File: src/rtl/iir_coeff_ctrl.sv
// Double-banked biquad coefficient store: shadow writes, strobe-aligned atomic swap, then filter flush.
// Optional macro IIR_COEFF_READBACK_EN adds a registered shadow-bank read port (rd_addr/rd_data).
module iir_coeff_ctrl #(
  parameter int COEFF_WIDTH  = 32,
  parameter int NUM_SECTIONS = 3,
  parameter int SCALE_SHIFT  = 20,
  parameter int FLUSH_CYCLES = 4
) (
  input  logic                                   clk,
  input  logic                                   rst_n,
  input  logic                                   cfg_valid,
  output logic                                   cfg_ready,
  input  logic [3:0]                             cfg_addr,
  input  logic signed [COEFF_WIDTH-1:0]          cfg_data,
  input  logic                                   commit,
  input  logic                                   sample_strobe,
  output logic [5*NUM_SECTIONS*COEFF_WIDTH-1:0]  coeff_bus,
  output logic                                   filt_flush_n,
  output logic                                   busy,
  output logic                                   done,
  output logic                                   cfg_err
`ifdef IIR_COEFF_READBACK_EN
  ,
  input  logic [3:0]                             rd_addr,
  output logic [COEFF_WIDTH-1:0]                 rd_data
`endif
);

  localparam int NCOEF = 5 * NUM_SECTIONS;
  localparam logic [COEFF_WIDTH-1:0] PASS_B0 = COEFF_WIDTH'(1) << SCALE_SHIFT;
  localparam logic [3:0] FLUSH_LAST = 4'(FLUSH_CYCLES - 1);

  typedef enum logic [1:0] {IDLE, WAIT_SYNC, SWAP, FLUSH} state_t;

  // Passthrough biquad: b0 = 1.0 in fixed point, everything else zero.
  function automatic logic [COEFF_WIDTH-1:0] pass_val(input int idx);
    return ((idx % 5) == 0) ? PASS_B0 : '0;
  endfunction

  state_t                 state_q, state_d;
  logic                   dirty_q, dirty_d;
  logic                   cfg_err_q, cfg_err_d;
  logic                   done_q, done_d;
  logic                   busy_q, busy_d;
  logic                   cfg_ready_q, cfg_ready_d;
  logic                   flush_n_q, flush_n_d;
  logic [3:0]             cnt_q, cnt_d;
  logic [COEFF_WIDTH-1:0] shadow_q [NCOEF];
  logic [COEFF_WIDTH-1:0] shadow_d [NCOEF];
  logic [COEFF_WIDTH-1:0] active_q [NCOEF];
  logic [COEFF_WIDTH-1:0] active_d [NCOEF];

  logic cfg_legal;
  logic wr_acc;

  assign cfg_legal = ({28'd0, cfg_addr} < 32'(NCOEF));
  assign wr_acc    = cfg_valid && cfg_ready_q;

  always_comb begin
    state_d   = state_q;
    dirty_d   = dirty_q;
    cfg_err_d = cfg_err_q;
    cnt_d     = cnt_q;
    done_d    = 1'b0;
    shadow_d  = shadow_q;
    active_d  = active_q;

    case (state_q)
      IDLE: begin
        if (wr_acc) begin
          if (cfg_legal) begin
            shadow_d[cfg_addr] = cfg_data;
            dirty_d            = 1'b1;
          end else begin
            cfg_err_d = 1'b1;
          end
        end
        // A legal write landing with commit is part of this update.
        if (commit && (dirty_q || (wr_acc && cfg_legal))) begin
          state_d = WAIT_SYNC;
        end
      end
      WAIT_SYNC: begin
        // The whole bank lands on the edge after the strobe so every tap changes together.
        if (sample_strobe) begin
          active_d = shadow_q;
          state_d  = SWAP;
        end
      end
      SWAP: begin
        dirty_d = 1'b0;
        cnt_d   = FLUSH_LAST;
        state_d = FLUSH;
      end
      FLUSH: begin
        if (cnt_q == 4'd0) begin
          state_d = IDLE;
          done_d  = 1'b1;
        end else begin
          cnt_d = cnt_q - 4'd1;
        end
      end
      default: state_d = IDLE;
    endcase

    // Status outputs are registered images of the next state.
    cfg_ready_d = (state_d == IDLE);
    busy_d      = (state_d != IDLE);
    flush_n_d   = (state_d != FLUSH);
  end

  always_ff @(posedge clk or negedge rst_n) begin
    if (!rst_n) begin
      state_q     <= IDLE;
      dirty_q     <= 1'b0;
      cfg_err_q   <= 1'b0;
      done_q      <= 1'b0;
      busy_q      <= 1'b0;
      cfg_ready_q <= 1'b1;
      flush_n_q   <= 1'b1;
      cnt_q       <= '0;
      for (int i = 0; i < NCOEF; i++) begin
        shadow_q[i] <= pass_val(i);
        active_q[i] <= pass_val(i);
      end
    end else begin
      state_q     <= state_d;
      dirty_q     <= dirty_d;
      cfg_err_q   <= cfg_err_d;
      done_q      <= done_d;
      busy_q      <= busy_d;
      cfg_ready_q <= cfg_ready_d;
      flush_n_q   <= flush_n_d;
      cnt_q       <= cnt_d;
      shadow_q    <= shadow_d;
      active_q    <= active_d;
    end
  end

  always_comb begin
    coeff_bus = '0;
    for (int i = 0; i < NCOEF; i++) begin
      coeff_bus[i*COEFF_WIDTH +: COEFF_WIDTH] = active_q[i];
    end
  end

  assign cfg_ready    = cfg_ready_q;
  assign busy         = busy_q;
  assign done         = done_q;
  assign cfg_err      = cfg_err_q;
  assign filt_flush_n = flush_n_q;

`ifdef IIR_COEFF_READBACK_EN
  logic                   rd_legal;
  logic [COEFF_WIDTH-1:0] rd_data_q, rd_data_d;

  assign rd_legal = ({28'd0, rd_addr} < 32'(NCOEF));

  always_comb begin
    rd_data_d = '0;
    if (rd_legal) begin
      rd_data_d = shadow_q[rd_addr];
    end
  end

  always_ff @(posedge clk or negedge rst_n) begin
    if (!rst_n) begin
      rd_data_q <= '0;
    end else begin
      rd_data_q <= rd_data_d;
    end
  end

  assign rd_data = rd_data_q;
`endif

endmodule
File: config.mk
export PLATFORM = sky130hd
export DESIGN_NAME = iir_coeff_ctrl
export DESIGN_NICKNAME = d
export VERILOG_FILES = /design/src/rtl/iir_coeff_ctrl.sv
export SDC_FILE = /design/constraint.sdc
export NUM_CORES = 1
export LEC_CHECK = 0
export BUFFER_PORTS_ARGS = -buffer_cell sky130_fd_sc_hd__buf_2
export CAP_MARGIN = 0
export CORE_MARGIN = 2
export CORE_UTILIZATION = 45
export CTS_CLUSTER_DIAMETER = 60
export CTS_CLUSTER_SIZE = 8
export DETAILED_ROUTE_END_ITERATION = 16
export GPL_TIMING_DRIVEN = 0
export PLACE_DENSITY = 0.62
export RECOVER_POWER = 25
export SLEW_MARGIN = 5
export SYNTH_ARGS = -nofsm -noshare
export SYNTH_HDL_FRONTEND = slang
export SYNTH_SLANG_ARGS = --single-unit
File: constraint.sdc
create_clock -name clk -period 3.7 [get_ports clk]
set_input_delay 0.37 -clock clk [delete_from_list [all_inputs] [get_ports clk]]
set_output_delay 0.37 -clock clk [all_outputs]
set_load 0.05 [all_outputs]
==> run metrics <==
status completed; nets 2864; sequential power share 38.8%; Distinct cells, synth 36; flops & latches, synth around 970; Post-DP HPWL 69400 um; crit path max fanout 10; Worst Setup End Kind flip-flop; CTS tree done; WHS roughly 0.043 ns; Worst Setup Start Kind flip-flop; # setup viols final 0; Buffers on Ports 525; Achievable Freq 0.338 GHz; P_int between 0.02 and 0.025 W; setup_tns 0 ns; cell area after layout approximately 44000 um2; Core Rows 104; clock transition at the registers of the reported paths 0.05 ns; root buf cell clkbuf_16; drt wl/cell 24.9 um; CTS max path bufs 3; clk_lat worst skew 0.69 ns; full die area around 84000 um2; initial core utilization 45.4%; clock share of power 34.3%; Die Span Y between 200 and 300 um; io pins 526; Worst EP required around 4.3 ns; Pleak 23.4 nW; P&R area growth vs syn 21.7%; RePlAce Congestion 0.810; Final ANT Viol Nets 0; Relative slew margins 22.1%; Slew @ Worst Pin roughly 1.2 ns; Mapped Area 36600 um2; Total GRT Usage 23.6%; CTS HTree Levels 4; critical path class flip-flop to flip-flop; first-pass GRT wire length 145000 um; synthesized instance count 2130; final clock skew 0.0204 ns; RSZ-0062 raised after global routing no; Max Cap Viol 0; antenna violations before repair 3; Hold Fails Final Rpt 0; sw power 0.0120 W; final wirelength between 90000 and 100000 um; Vias/cell 5.19; DR vias 20400; Post-CTS Setup Bufs 0; crit share post-route 80.0%; VDD IR max 0.414 mV; Seq/Total Area, Yosys 66.5%; fill count 6621; Mapped Nets ~2200; Num CTS Buffers 141; Worst Hold Class primary input to flip-flop; vias in the first global route between 20000 and 25000; DRC errors left 0; Synth Warn # 0; First-pass DRT Iterations 4; power per standard cell area ~760 nW/um2; Syn Area/Cell 17.2 um2; Slew Limit Fails 0; Logic pwr share 26.9%; Iteration-0 DRC Markers 822; clock sink count 972; die width 289 um; Final Critical Period roughly 3.0 ns; switching share of total power 35.5%; Core ar. 80500 um2; dpl cell area 40800 um2; layout cells sized above 1 49.0%; aggregate global routing overflow 0; largest net degree at the start of global routing around 130; CP arrival 3.52 ns
==> cells by family (layout without fill, tap and decap cells) <==
group	count (synthesis)	count (layout)	synth area share [%]
AND/OR/NAND/NOR	36	36	0.599
flip-flops	972	972	66.5
AO/OA/AOI/OAI	15	15	0.274
adder cells (fa/ha/maj)	2	2	0.0684
multiplexers	962	962	30.5
other	0	2	0
buffers and inverters	143	875	1.98
==> per-layer routing <==
layer,track usage (%),share of wire (%),vias up
met5,0,0,-
met4,6.75,2.3,0
met3,6.84,6.7,129
met2,40.5,51,504
met1,29.0,40,10900
li1,-,-,8886
==> cells in the mapped netlist <==
| cell | number | area share [%] |
|---|---|---|
| or3b_1 | 1 | 0.024 |
| a41oi_1 | 1 | 0.024 |
| buf_4 | 1 | 0.021 |
| nand4_1 | 5 | 0.086 |
| o32ai_1 | 1 | 0.024 |
| clkbuf_1 | 43 | 0.44 |
| mux2_1 | 35 | 1.1 |
| buf_6 | 11 | 0.34 |
| dfstp_2 | 8 | 0.57 |
| inv_1 | 5 | 0.051 |
| nor3b_1 | 2 | 0.041 |
| a2bb2oi_1 | 1 | 0.024 |
| o211ai_1 | 1 | 0.021 |
| nor2_1 | 5 | 0.051 |
| nand3_1 | 7 | 0.096 |
| nor3_1 | 1 | 0.014 |
| mux2i_1 | 2 | 0.055 |
| or3_1 | 1 | 0.017 |
| nor4bb_1 | 1 | 0.027 |
| and4_1 | 1 | 0.024 |
| inv_2 | 1 | 0.010 |
| nand4b_1 | 3 | 0.072 |
| ha_1 | 2 | 0.068 |
| o21ai_0 | 1 | 0.014 |
| buf_2 | 82 | 1.1 |
| mux2_4 | 89 | 3.7 |
| dfrtp_1 | 964 | 66 |
| mux2_2 | 836 | 26 |
| nand2_1 | 3 | 0.031 |
| o22ai_1 | 2 | 0.034 |
| and3_1 | 1 | 0.017 |
| a21o_1 | 2 | 0.041 |
| a31o_2 | 1 | 0.024 |
| nor2b_1 | 3 | 0.051 |
| and3b_1 | 2 | 0.048 |
| a21oi_1 | 5 | 0.068 |
==> power by group through the flow <==
stage                     Clock (W)  Combinational [W]  Sequential (W)
after floorplan                   0            0.00257          0.0173
after global placement            0            0.00929          0.0132
after detailed placement          0            0.00943          0.0133
after CTS                    0.0119            0.00946          0.0131
after global routing         0.0124            0.00951          0.0133
final                        0.0116            0.00911          0.0132
==> registers in the layout (all words and copies together), names as in the netlist <==
register and count:
shadow_q 480, done 1, cfg_err 1, busy 1, filt_flush_n 1, cnt_q 4
dirty_q 1, state_q 2, cfg_ready 1, coeff_bus 480
==> final cells by class <==
class / count / area (um2) / share of cell area (%)
Sequential cell: 972 / 24300 / 54.7
Clock inverter: 13 / 198 / 0.444
Inverter: 6 / 22.5 / 0.0506
Clock buffer: 171 / 3780 / 8.49
Timing Repair Buffer: 548 / 2620 / 5.90
Buffer: 137 / 702 / 1.58
Antenna cell: 2 / 5.00 / 0.0112
Tap cell: 1060 / 1330 / 2.98
Multi-Input combinational cell: 1015 / 11500 / 25.9
==> stage by stage <==
step | util (%) | cells | total power [W] | worst slack (ns)
after floorplan | - | 2130 | 0.0198 | 1.52
after global placement | 50.3 | 3715 | 0.0225 | -17.70
after detailed placement | 50.6 | 3724 | 0.0227 | 0.782
after CTS | 55.7 | 3922 | 0.0345 | 0.762
after global routing | 55.2 | 3922 | 0.0353 | 0.587
final | 55.2 | 3924 | 0.0339 | 0.741
==> critical path, stage by stage, from the launching register on <==
cell and delay (ns):
dfstp_2 0.55, nor4bb_1 0.30, clkbuf_1 0.25, buf_4 0.21, nand4b_1 0.70, buf_2 0.49, mux2_2 0.32
==> timing repair <==
| action | CTS | global route |
|---|---|---|
| endpoints found under the hold margin | 103 | 0 |
| hold buffers | 14 | 0 |
| gates resized for setup | 0 | 0 |
==> cell usage in the layout, fill, tap and decap left out, types with 3 or more instances in the layout <==
master	instances
buf_16	9
mux2_4	89
nand4b_1	3
mux2_1	35
nand4_1	5
inv_16	3
nor2b_1	3
buf_6	11
nor2_1	5
nand3_1	7
clkbuf_1	387
clkbuf_8	3
buf_2	284
a21oi_1	5
dlygate4sd3_1	14
nand2_1	3
inv_1	5
dfstp_2	8
dfrtp_1	964
clkbuf_16	146
inv_6	4
mux2_2	836
==> worst paths after layout <==
kind	start	to	slack (ns)	cells past startpoint
max	cfg_ready$_DFF_PN1_	shadow_q[173]$_DFFE_PN0P_	0.74	6
min	cfg_data[16]	shadow_q[464]$_DFFE_PN0P_	0.04	2
max reg2reg	cfg_ready$_DFF_PN1_	shadow_q[173]$_DFFE_PN0P_	0.74	6
min reg2reg	cfg_err$_DFFE_PN0P_	cfg_err$_DFFE_PN0P_	0.47	1
max in group asynchronous	rst_n	shadow_q[362]$_DFFE_PN0P_	0.99	6
min in group asynchronous	rst_n	coeff_bus[471]$_DFFE_PN0P_	0.24	2
Power figures use the tool's default switching activity.
